**config.mk**
```make
export PLATFORM = sky130hd
export DESIGN_NAME = stack_lifo_ctrl
export DESIGN_NICKNAME = d
export VERILOG_FILES = /design/src/rtl/stack_pkg.sv /design/src/rtl/stack_mem.sv /design/src/rtl/stack_lifo_ctrl.sv
export SDC_FILE = /design/constraint.sdc
export NUM_CORES = 1
export LEC_CHECK = 0
export BUFFER_PORTS_ARGS = -buffer_cell sky130_fd_sc_hd__buf_2
export CAP_MARGIN = 10
export CORE_ASPECT_RATIO = 1.4
export CORE_MARGIN = 10
export CORE_UTILIZATION = 62
export DETAILED_ROUTE_END_ITERATION = 6
export PLACE_DENSITY_LB_ADDON = 0.08
export REMOVE_ABC_BUFFERS = 1
export SLEW_MARGIN = 40
export SYNTH_ARGS = -nofsm -noshare
export SYNTH_HDL_FRONTEND = slang
export SYNTH_SLANG_ARGS = --single-unit
```
**constraint.sdc**
```tcl
create_clock -name clk -period 5.25 [get_ports clk]
set_clock_uncertainty 0.2 [all_clocks]
set_input_delay 0.7875 -clock clk [delete_from_list [all_inputs] [get_ports clk]]
set_output_delay 0.7875 -clock clk [all_outputs]
set_load 0.02 [all_outputs]
```
**src/rtl/stack_pkg.sv**
```systemverilog
// Shared sizing for the byte LIFO stack and its data type.
package stack_pkg;
  localparam int DEPTH = 32;
  localparam int WIDTH = 8;
  localparam int CNT_W = $clog2(DEPTH) + 1;

  typedef logic [WIDTH-1:0] data_t;
endpackage

```
**src/rtl/stack_mem.sv**
```systemverilog
// DEPTH x WIDTH flop storage: one synchronous write port, one async read port.
module stack_mem #(
  parameter int DEPTH = 32,
  parameter int WIDTH = 8,
  parameter int AW    = $clog2(DEPTH)
) (
  input  logic             clk,
  input  logic             we,
  input  logic [AW-1:0]    waddr,
  input  logic [WIDTH-1:0] wdata,
  input  logic [AW-1:0]    raddr,
  output logic [WIDTH-1:0] rdata
);
  logic [WIDTH-1:0] mem [DEPTH];

  // No reset: the controller masks stale contents whenever the stack is empty.
  always_ff @(posedge clk) begin
    if (we) mem[waddr] <= wdata;
  end

  assign rdata = mem[raddr];
endmodule

```
**src/rtl/stack_lifo_ctrl.sv**
```systemverilog
// LIFO controller: single occupancy count drives addressing, flags and handshakes.
module stack_lifo_ctrl #(
  parameter int DEPTH = stack_pkg::DEPTH,
  parameter int WIDTH = stack_pkg::WIDTH,
  parameter int CNT_W = $clog2(DEPTH) + 1
) (
  input  logic             clk,
  input  logic             rst,
  input  logic             clear,
  input  logic             push_valid,
  input  logic [WIDTH-1:0] push_data,
  output logic             push_ready,
  output logic             pop_valid,
  output logic [WIDTH-1:0] pop_data,
  input  logic             pop_ready,
  output logic [CNT_W-1:0] count,
  output logic             full,
  output logic             empty
);
  import stack_pkg::*;

  localparam int AW = $clog2(DEPTH);

  logic             push_fire;
  logic             pop_fire;
  logic             we;
  logic [AW-1:0]    waddr;
  logic [AW-1:0]    raddr;
  logic [WIDTH-1:0] rdata;

  assign empty      = (count == '0);
  assign full       = (count == CNT_W'(DEPTH));
  assign pop_valid  = ~empty;
  // A full stack still takes a push when the top is leaving in the same cycle.
  assign push_ready = ~full | pop_ready;
  assign push_fire  = push_valid & push_ready;
  assign pop_fire   = pop_valid & pop_ready;

  // Top lives at count-1; wraps harmlessly to DEPTH-1 when empty (output masked).
  assign raddr = count[AW-1:0] - AW'(1);
  // Simultaneous push+pop replaces the top rather than growing the stack.
  assign waddr = pop_fire ? raddr : count[AW-1:0];
  assign we    = push_fire & ~clear;

  always_ff @(posedge clk or posedge rst) begin
    if (rst)                        count <= '0;
    else if (clear)                 count <= '0;
    else if (push_fire & ~pop_fire) count <= count + CNT_W'(1);
    else if (pop_fire & ~push_fire) count <= count - CNT_W'(1);
  end

  stack_mem #(.DEPTH(DEPTH), .WIDTH(WIDTH), .AW(AW)) u_mem (
    .clk   (clk),
    .we    (we),
    .waddr (waddr),
    .wdata (push_data),
    .raddr (raddr),
    .rdata (rdata)
  );

  assign pop_data = empty ? '0 : rdata;
endmodule
```
* After elaboration in Yosys (flattened, before gate mapping)
Memory sizes are Yosys's and may differ from the RTL's.
Index checks and enable logic that the tools add are counted.
** Storage, ports and cells
- Memories kept :: 1
- Memory bits (writable) :: 256
- Word-level logic and storage cells :: 26
- Register bits :: 6
- Memory bits (read-only) :: 0
- Latch bits :: 0
- Output and inout bits :: 18
** Memories
- u_mem.mem :: depth 32, width 8, rd ports 1, clocked after Yosys merged registers in 0, write ports 1, line stack_mem.sv:14 : logic [WIDTH-1:0] mem [DEPTH];
** Operators by class
- Reduce and logical (&&, ||, !) cells :: 2
- Multiplexer cells :: 7
- $add $sub $neg :: 3
- Equal/unequal tests :: 1
- $mul :: 0
- Div/mod/pow operators :: 0
- Bitwise logic cells :: 11
- $lt $le $gt $ge :: 0
- Shift-type cells :: 0
** Operators with widths (count)
- two-way mux 6 bit :: 3
- two-way mux 8 bit :: 1
- adder 6 x 1 -> 6 bit, second input constant :: 1
- == test 6 bit, second input constant :: 1
- zero test 6 bit :: 1
- subtractor 6 x 1 -> 6 bit, second input constant :: 1
- AND 1 bit :: 5
- two-way mux 5 bit :: 1
- NOT 1 bit :: 5
- subtractor 5 x 1 -> 5 bit, second input constant :: 1
- nonzero test 3 bit :: 1
- two-way mux 1 bit :: 2
- bitwise OR 1 bit :: 1

* Logic depth before layout (Yosys ltp)
- Depth in word-level cells :: 9
- Mapped depth :: 16
- Mapped depth without buffers :: 11

* By module
A second synthesis with hierarchy kept.
** Unflattened totals
- Cells, all modules :: 503
- Area, all modules :: 10666.5 um^2
** By module, submodules not included
- stack_mem :: area an instance 9893.2 um^2, times used 1, sequential area each 7687.4 um^2, cells each 409
- stack_lifo_ctrl :: area an instance 773.2 um^2, times used 1, sequential area each 150.1 um^2, cells each 94

* Worst setup path before layout
No wires, ideal clock.
- Kind :: register -> output
- Start point :: reg count[0]
- End point :: out pop_data[0]
- Cell stages (with the launch flop) :: 13
- Arrival :: 3.180 ns
- Path slack :: 1.083 ns
- Cell sequence :: dfrtp_1 -> buf_2 -> buf_2 -> buf_4 -> inv_1 -> buf_2 -> ha_1 -> clkbuf_1 -> buf_2 -> clkbuf_1 -> mux4_2 -> mux2i_1 -> o221ai_1
** On the way
- Word-level cells in the longest chain between the ends :: 3
- Elaborated cells on any way between the ends :: 4
- Classes of those cells :: add/sub: 1; mux: 1; reduce/logical: 1; memory: 1
** Ends and longest elaborated chain
- start: declaration :: line stack_lifo_ctrl.sv:16 : output logic [CNT_W-1:0] count,
- start signal: assignment :: line stack_lifo_ctrl.sv:48 : else if (push_fire & ~pop_fire) count <= count + CNT_W'(1);
- start signal: assignment :: line stack_lifo_ctrl.sv:49 : else if (pop_fire & ~push_fire) count <= count - CNT_W'(1);
- subtractor 5 x 1 -> 5 bit :: line stack_lifo_ctrl.sv:40 : assign raddr = count[AW-1:0] - AW'(1);
- memory (32 x 8 bit)
- two-way mux 8 bit (*) :: line stack_lifo_ctrl.sv:61 : assign pop_data = empty ? '0 : rdata;
- end: declaration :: line stack_lifo_ctrl.sv:14 : output logic [WIDTH-1:0] pop_data,
Every way passes the cells marked *; elsewhere a longest branch is shown, timed or not.

* Worst setup path in the final report
- Start point :: reg count[0]
- End point :: out pop_data[4]
The elaborated chain is that of the path after synthesis.

==> impl_metrics.yaml <==
logic_synthesis:
  synth_top_area_cell: "edfxtp_1"
  netlist_instances: 566
  synth.area.mux_share: 0.164
  ys.warnings.count: 0
  syn_area_per_cell_um2: 19.4
  synth_fa_ha_area_frac: 0.00867
  synth_edf_count: 256
  synth-compound-area-share: 0.0478
  synth_xor_area_frac: 0.00388
  syn_area_mm2: 0.0110
  yosysTopAreaCellShare: 0.701
  yosysUniqueCellTypes: 61
  synth_top_family_by_area: "multiplexers"
  yosys.area_share.simple: 0.0421
  ys_async_sr_fraction: 0.0229
  ys.flop_type: "edfxtp_1"
  ys_ff_latch: 262
  synth-seq-area-share: 0.715
  yosys-top-cells-area: "edfxtp_1 70%, mux4_2 13%, mux2i_1 2.2%"
sta:
  finalWorstSetupSlack_ns: 0.374
  finalSetupTns_ns: 0
  setup_viol: 0
  grt_setup_unrepaired: "false"
  period_needed_ns: 4.88
  tightest_slew_ns: 0.846
  hold_violations: 0
  finalCritPeriodShare: 0.929
  maxSlewHeadroom: 0.434
  slew_violations: 0
  fmax_mhz: 205
global_route:
  overflow: 0
  track_usage: 0.193
  grt_pass1_vias: 5603
  grt_pass1_wl_mm: 34.5
  grt_start_max_net_pins: 49
  antenna_found_initial: 0
critical_path:
  r2r-start: "count[1]"
  cp_data_arrival_time_ns: 3.89
  critPathCapture: "pop_data[4]"
  path_depth: 9
  cpMostUsedCell: "buf_4"
  path_class: "flip-flop to primary output"
  path_delay_family: "buffers and inverters"
  cp-end-kind: "primary output"
  rr_worst_depth: 7
  slowest_delay_ns: 0.82
  cp_cell_sequence: "inv_1, buf_4, ha_4, buf_4, mux4_2, mux2_2, a2bb2oi_1, o221ai_1, buf_2"
  crit_slowest_cell: "ha_4"
  r2r_slack_ns: 1.20
  cp_num_buf_inv: 4
  start_kind: "flip-flop"
  crit_start: "count[0]"
  r2r-end: "u_mem.mem[26][4]"
  cp.required_ns: 4.26
  cp_max_fo: 48
power_and_ir_drop:
  power_density_mw_per_mm2: 542
  power.total_mw: 6.60
  p_leak_nw: 3.90
  ir_drop_v: 0.000423
route:
  routed_wirelength_mm: 22.7
  drt_pass1_iterations: 5
  drcViolationCount: 0
  wl_per_cell_um: 26.6
  drtIter0Drc: 483
  ant_nets: 0
  vias_per_cell: 6.54
  vias: 5589
placement:
  post-place-cells: 810
  io_buffers: 30
  gp_congestion: 0.906
  dp_slack_ns: 0.907
  dp_hpwl_mm: 14.4
layout:
  drive_above_1_share: 0.296
  stdcell_count: 854
  fillers: 1137
  final_core_util: 0.700
  mostFrequentLayoutCells: "256 x edfxtp_1, 64 x mux4_2, 30 x buf_2, 24 x nor2_1, 24 x mux2i_1"
  synthToLayoutAreaGrowth_pct: 11.1
  antennaDiodeCount: 0
  nets: 621
  layout_commonest_cell: "edfxtp_1"
clock_network:
  clk_pin_slew_ns: 0.07
  cts_resized: 0
  clock-sinks: 262
  cts_buffer_depth: 3
  htreeDepth: 1
  numCtsBuffers: 23
  cts_tree: "yes"
  clock_latency_ns: 0.52
  cts_root_buffer: "clkbuf_16"
floorplanning:
  io_pins: 31
  die_w_um: 132
  die_area_mm2: 0.0235
  num_rows: 57
  die_y_um: 177
  core_mm2: 0.0174
  initial_core_util: 0.630
hold_path:
  min_path_type: "input port to flip-flop"
  hold_start: "clear"
job:
  maxCapViolCount: 0
outcome:
  status: "finished clean"
[cell families after synthesis]
kind of cell | count (synthesis)
mux | 97
flops | 262
buf+inv | 41
fa+ha+maj | 7
compound gates | 64
xor+xnor | 4
simple gates | 91
[synth_stat cells (all sizes together) (2+ instances only)]
cell type,count
and3,3
ha,6
xor2,2
o21bai,3
dfrtp,6
nor2,37
clkbuf,10
a21oi,4
xnor2,2
nand2,16
a31oi,3
a32oi,2
a211o,2
o21ai,14
a2111oi,2
or2,2
a211oi,4
buf,22
nor2b,4
nand2b,2
mux4,64
o31ai,4
inv,9
edfxtp,256
mux2,8
a2bb2oi,8
a21o,3
mux2i,25
nand3,4
nor3,13
o221ai,8
[area by class of cell]
cell class | count | area [um2] | area share
clock buffers | 27 | 591 | 0.0485
clock inverters | 15 | 190 | 0.0156
inverters | 9 | 33.8 | 0.00277
multi-input cells | 263 | 2980 | 0.244
flip-flops and latches | 262 | 7840 | 0.644
well taps | 236 | 295 | 0.0242
repair buffers | 42 | 255 | 0.0209
[where the power goes]
group / internal (mW) / leakage [nW] / switching, mW
combinational: 1.01 / 1.15 / 1.36
clock: 1.01 / 0.377 / 0.727
sequential: 2.38 / 2.38 / 0.116
total: 4.39 / 3.90 / 2.21
[stage by stage]
| step | hold slack [ns] | cell area (um2) |
|---|---|---|
| floorplan | 0.378 | 10800 |
| global placement | 0.501 | 11300 |
| detailed placement | 0.511 | 11400 |
| CTS | 0.421 | 12200 |
| global route | 0.447 | 12200 |
| finish | 0.430 | 12200 |
[timing repair]
item                                   4_1_cts  5_1_grt
endpoints found under the hold margin        6        0
setup buffers                                0        0
hold buffers                                 1        0
[worst min path at each step]
stage / to / cells past startpoint
after floorplan: count[0] / 1
after global placement: count[1] / 2
after detailed placement: count[1] / 2
after CTS: count[3] / 2
after global routing: count[3] / 2
final: count[3] / 2
[state kept, by name, summed over array words and instances (netlist names)]
name / cells
u_mem.mem: 256
count: 6
[worst reg2reg max path: stages, from the launching register on]
cell	delay (ns)
dfrtp_1	0.59
inv_1	0.24
ha_1	0.36
xnor2_4	0.57
buf_4	0.36
nand2_1	0.30
o32a_1	0.52
nor2_1	0.55
[routing by layer]
layer | share of wire | track usage | wire [um]
met1 | 0.40 | 0.248 | 9030
met2 | 0.51 | 0.327 | 11500
met3 | 0.064 | 0.0334 | 1450
met4 | 0.033 | 0.0712 | 747
met5 | 0 | 0 | 0
No activity file was read; power rests on OpenSTA's default activity.
